File: src/rtl/xor_chk_pkg.sv
// Shared types and constants for the XOR gate response checker.
package xor_chk_pkg;

  // Checker run state.
  typedef enum logic [1:0] {
    IDLE = 2'd0,
    ARM  = 2'd1,
    DONE = 2'd2
  } chk_state_e;

  // All four {a,b} input combinations observed.
  localparam logic [3:0] COV_ALL = 4'hF;

  // Default parameter values.
  localparam int SETTLE_DEF = 2;
  localparam int CNT_W_DEF  = 16;

  // Reference model of the gate under test.
  function automatic logic expected_y(input logic [1:0] ab);
    return ab[1] ^ ab[0];
  endfunction

endpackage

File: src/rtl/xor_chk_settle.sv
// Input-vector stability tracker: raises sample_en_o for exactly one edge
// once a vector has been held SETTLE edges and has not yet been sampled.
module xor_chk_settle
  import xor_chk_pkg::*;
#(
  parameter int SETTLE = SETTLE_DEF
) (
  input  logic       clk,
  input  logic       rst,
  input  logic [1:0] ab_i,
  input  logic       clr_i,       // first edge of a fresh run
  input  logic       en_i,        // sampling permitted on this edge
  output logic       sample_en_o
);

  // Counter is 8 bits wide, enough for SETTLE up to 255.
  localparam logic [7:0] SETTLE_C = 8'(SETTLE);

  logic [1:0] ab_q;
  logic [7:0] stab_q;
  logic [7:0] stab_d;
  logic       sampled_q;
  logic       sampled_d;
  logic       changed;

  // Next-state for the stable counter and sampled flag; a change or a
  // fresh run restarts the settle window.
  always_comb begin
    changed     = (ab_i != ab_q);
    stab_d      = stab_q;
    sampled_d   = sampled_q;
    sample_en_o = 1'b0;
    if (changed || clr_i) begin
      stab_d    = 8'd0;
      sampled_d = 1'b0;
    end else begin
      if (stab_q != SETTLE_C) begin
        stab_d = stab_q + 8'd1;
      end
      if (en_i && !sampled_q && (stab_d == SETTLE_C)) begin
        sample_en_o = 1'b1;
        sampled_d   = 1'b1;
      end
    end
  end

  // Register the previous vector, stable count and sampled flag.
  always_ff @(posedge clk or posedge rst) begin
    if (rst) begin
      ab_q      <= 2'b00;
      stab_q    <= 8'd0;
      sampled_q <= 1'b0;
    end else begin
      ab_q      <= ab_i;
      stab_q    <= stab_d;
      sampled_q <= sampled_d;
    end
  end

endmodule

File: config.mk
export PLATFORM = sky130hd
export DESIGN_NAME = xor_chk_settle
export DESIGN_NICKNAME = d
export VERILOG_FILES = /design/src/rtl/xor_chk_pkg.sv /design/src/rtl/xor_chk_settle.sv
export SDC_FILE = /design/constraint.sdc
export NUM_CORES = 1
export LEC_CHECK = 0
export CAP_MARGIN = 10
export CORE_MARGIN = 4
export CORE_UTILIZATION = 47
export DETAILED_ROUTE_END_ITERATION = 6
export PLACE_DENSITY = 0.71
export RECOVER_POWER = 25
export SYNTH_ARGS = -nofsm -noshare
export SYNTH_HDL_FRONTEND = slang
export SYNTH_SLANG_ARGS = --single-unit
File: constraint.sdc
create_clock -name clk -period 1.7 [get_ports clk]
set_input_delay 0.34 -clock clk [delete_from_list [all_inputs] [get_ports clk]]
set_output_delay 0.34 -clock clk [all_outputs]
set_load 0.03 [all_outputs]
* Yosys cells after proc, flatten, opt, wreduce, memory -nomap -nowiden
Index checks and enable logic that the tools add are counted.
** Cells by class
- Muxes and demuxes :: 7
- Equality and inequality tests :: 3
- $add $sub $neg :: 1
- Reduce and logical (&&, ||, !) cells :: 5
** Operators with widths (count)
- 2-to-1 mux 8 bit :: 3
- adder 8 x 1 -> 8 bit, second input constant :: 1
- equality test 8 x 2 -> 1 bit, second input constant :: 1
- != test 8 x 2 -> 1 bit, second input constant :: 1
- 2-to-1 mux 1 bit :: 4
- logical AND 1 bit :: 2
- != test 2 bit :: 1
- nonzero test 2 bit :: 1
- zero test 1 bit :: 1
- logical OR 1 bit :: 1
** Word-level totals
- Logic and storage cells :: 19
- Output and inout bits :: 1
- Bits of input ports :: 6
- Register bits after elaboration :: 11

* Logic depth before layout (Yosys ltp)
Gate-level depths: netlist of the first run.
- Depth after elaboration :: 7
- Depth in mapped cells :: 7
- Mapped depth without buffers :: 7

* Least setup slack after synthesis of the first run
No wires, ideal clock.
- Path type :: register -> output
- Start point :: reg stab_q[0]
- End point :: out sample_en_o
- Slack :: -0.105 ns
- Data required time :: 1.360 ns
- Buffers on the path :: 0
- Data arrival time :: 1.465 ns
- Stages on the path, launching flop included :: 7
- Path through :: dfrtp_1 inv_1 ha_1 nor4b_4 a21boi_1 nor3b_2 o2111a_2
** On the way
- Longest elaborated chain between the ends :: 7
- Elaborated cells between the ends (all ways) :: 8
- Classes of those cells :: 1 x add/sub; 2 x eq/ne; 4 x mux; 1 x reduce/logical
** Ends and longest elaborated chain
- start: declaration :: RTL line xor_chk_settle.sv:20 : logic [7:0] stab_q;
- start signal: assignment :: RTL line xor_chk_settle.sv:55 : stab_q <= stab_d;
- adder 8 x 1 -> 8 bit / != test 8 x 2 -> 1 bit (equally long branches) :: RTL line xor_chk_settle.sv:38, xor_chk_settle.sv:37
- 2-to-1 mux 8 bit (*) :: RTL line xor_chk_settle.sv:37 : if (stab_q != SETTLE_C) begin
- 2-to-1 mux 8 bit (*) :: RTL line xor_chk_settle.sv:33 : if (changed || clr_i) begin
- equality test 8 x 2 -> 1 bit (*) :: RTL line xor_chk_settle.sv:40 : if (en_i && !sampled_q && (stab_d == SETTLE_C)) begin
- logical AND 1 bit (*) :: RTL line xor_chk_settle.sv:40
- 2-to-1 mux 1 bit (*) :: RTL line xor_chk_settle.sv:40
- 2-to-1 mux 1 bit (*) :: RTL line xor_chk_settle.sv:33
- end: declaration :: RTL line xor_chk_settle.sv:13 : output logic sample_en_o
Every way passes the cells marked *; elsewhere a longest branch is shown, timed or not. The select of a mux whose other input is x is not followed.

* Final worst setup path of the first run
- Start point :: in ab_i[0]
- End point :: out sample_en_o
** On the way
- Longest elaborated chain between the ends :: 3
** Ends and longest elaborated chain
- start: declaration :: RTL line xor_chk_settle.sv:10 : input logic [1:0] ab_i,
- != test 2 bit :: RTL line xor_chk_settle.sv:29 : changed = (ab_i != ab_q);
- logical OR 1 bit :: RTL line xor_chk_settle.sv:33
- 2-to-1 mux 1 bit :: RTL line xor_chk_settle.sv:33
No other way between the ends.

==> results of run 1 <==
==> kinds of logic after synthesis <==
logic type | after synthesis | synth area share (%)
and+or+nand+nor | 30 | 28.8
DFF | 11 | 41.4
AOI/OAI and AO/OA | 9 | 9.96
xor gates and xnor gates | 8 | 10.5
buffers and inverters | 4 | 3.95
adders and majority gates | 2 | 3.76
muxes | 1 | 1.69
==> cell usage after synthesis, types with 2 or more instances <==
cell     count
xnor2_1      4
o21ai_0      2
nor2_1       8
xor2_1       4
nor3_1       4
nand2_1      5
inv_1        2
dfrtp_1     11
ha_1         2
nand3_1      3
==> path summary, 6_finish.rpt <==
| kind | endpoint | slack, ps | depth (start not counted) |
|---|---|---|---|
| min | ab_q[1] | 340 | 1 |
| min in group asynchronous | sampled_q | 510 | 2 |
| min reg2reg | sampled_q | 510 | 1 |
| max reg2reg | sampled_q | -20 | 8 |
| max in group asynchronous | stab_q[0] | 880 | 2 |
| max | sample_en_o | -610 | 6 |
==> timing repair <==
item | in CTS | in global routing
setup endpoints to repair | 1 | 2
setup buffers | 1 | 1
pin swaps | 2 | 0
resized for setup | 3 | 1
==> layout make-up <==
cell class	instances	area share, %
Timing Repair Buffer	27	23.9
Tap cell	15	2.06
Sequential cell	11	30.2
Inverter	2	0.823
Multi-Input combinational cell	50	40.2
Clock buffer	4	2.88
==> report_power, final <==
group | total [mW] | switching, mW | leakage, nW | internal [mW]
Combinational | 0.0593 | 0.0287 | 0.248 | 0.0307
Clock | 0.181 | 0.0904 | 0.0150 | 0.0907
Sequential | 0.269 | 0.00337 | 0.149 | 0.266
==> layer usage <==
metal	up-vias	GRT usage (%)
li1	288	-
met1	270	23.6
met2	24	27.9
met3	4	3.56
met4	0	8.77
met5	-	0
==> flip-flops by register name (all words and copies together) (netlist names) <==
name and count:
ab_q 2, stab_q 8, sampled_q 1
==> cells in the final DEF (no fill, tap or decap), types with 2 or more instances in the layout <==
cell / synthesis / final
buf_4: 1 / 21
dfrtp_1: 11 / 11
nor2_1: 8 / 7
nand2_1: 5 / 5
xor2_1: 4 / 4
nor3_1: 4 / 4
xnor2_1: 4 / 4
nand3_1: 3 / 3
clkbuf_4: 0 / 3
o21ai_0: 2 / 2
ha_1: 2 / 2
dlygate4sd3_1: 0 / 2
clkdlybuf4s50_1: 0 / 2
==> per-stage QoR <==
stage          util [%]  worst slack, ps  setup TNS (ps)  hold WS [ps]
5_1_grt            69.2             -664            -792           333
2_1_floorplan         -             -105            -105           192
3_3_place_gp       65.7             -504            -657           487
6_report           69.2             -607            -622           338
4_1_cts            68.5             -510            -510           340
3_5_place_dp       65.7             -550            -778           490
==> flow_metrics.tcl, run 1 <==
set metrics [dict create \
    status "complete, but fails checks" \
    violations "negative setup slack" \
    hold_viol_final 0 \
    synth_seq_cells 11 \
    rsz0062_at_grt "yes" \
    worstMarginPinSlew_ps 441 \
    worst-path-max-fanout 2 \
    cts_buffers 3 \
    arrival_ps 1970 \
    syn2layout_area_growth_pct 37.0 \
    fin_crit_sh_pct 136 \
    cts_tree "done" \
    async_flop_share_pct 100 \
    grt_pass1_wl_um 2550 \
    hold_class "input port to flip-flop" \
    fp-row-count 13 \
    clock_latency_ps 270 \
    fin_nets 103 \
    antenna_found_initial 0 \
    die_width_um 45.6 \
    cp_num_buf_inv 2 \
    syn_nets 73 \
    dp_cells 103 \
    antenna_cells 0 \
    wl_per_cell_um 13.6 \
    grt-ovfl-total 0 \
    vdd_ir_drop_max_uv 405 \
    slew_headroom_pct 70.6 \
    start_kind "input port" \
    synth_largest_area_cell "dfrtp_1" \
    fin_skew_ps 3.79 \
    drt-total-wl_um 1480 \
    cap_viol_max_count 0 \
    num_vias 586 \
    route.met2.wl_um 716 \
    drtIter0Drc 24 \
    coreArea_um2 1320 \
    placed_area_um2 866 \
    syn_area_per_cell_um2 10.2 \
    gp_congestion 0.798 \
    h-tree-depth 1 \
    num-fill-cells 93 \
    yosys_warnings 0 \
    required_ps 1360 \
    start_util_pct 50.5 \
    ys_types 30 \
    regArea_um2 275 \
    clk_pin_slew_worst_paths_ps 70 \
    detail_route.vias_per_cell 5.38 \
    critPathCaptureType "output pin" \
    synth_area_leaders "dfrtp_1, xnor2_1, xor2_1" \
    path_cells "dlygate4sd3_1 > xor2_1 > or3_4 > nor3b_2 > o2111a_2 > buf_6" \
    cp-startpoint "ab_i[0]" \
    power_density_nw_per_um2 559 \
    hp-start "ab_i[1]" \
    grt_start_max_net_pins 12 \
    pin_count 7 \
    ys.flop_type "dfrtp_1" \
    die-area_um2 2080 \
    grt_pass1_vias 575 \
    synth_edf_count 0 \
    synth_cells 65 \
    total_power_mw 0.510 \
    cp_slowest_stage_delay_ps 570 \
    port_buffers 6 \
    cts_root_buffer "clkbuf_4" \
    cts_buffer_depth 2 \
    finalCriticalPeriod_ps 2310 \
    met3_length_um 90 \
    crit_type "input port to output pin" \
    cp_slowest_cell "dlygate4sd3_1" \
    ant_nets 0 \
    multi_input_area_um2 367 \
    finalNonFillerCells 109 \
    crit_family "buffers and inverters" \
    setup_viol 2 \
    dpl.hpwl_um 1070 \
    r2r_start "stab_q[0]" \
    die_h_um 45.6 \
    topRoutingLayerUsed "met4" \
    wirelength_met1_um 652 \
    drv_slew 0 \
    track_usage_pct 18.0 \
    p_leak_nw 0.411 \
    layout-drive-gt1-share_pct 35.1 \
    synth_top_area_share_pct 41.4 \
    max_freq_mhz 433 \
    syn_area_um2 666 \
    cts_sinks 11 \
    hold_buffers 0 \
    drt_first_pass_iters 4 \
    finalWorstSetupSlack_ps -607 \
    stdcell_area_um2 912 \
    ys_seq_area_share_pct 41.4 \
    drc_errors 0 \
]
Power figures use the tool's default switching activity.
==> inputs of run 2 (changes only) <==
Settings changed: CTS_CLUSTER_SIZE set to 25.
==> results of run 2 <==
Final layout, timing and power as in run 1 (identical DEF).
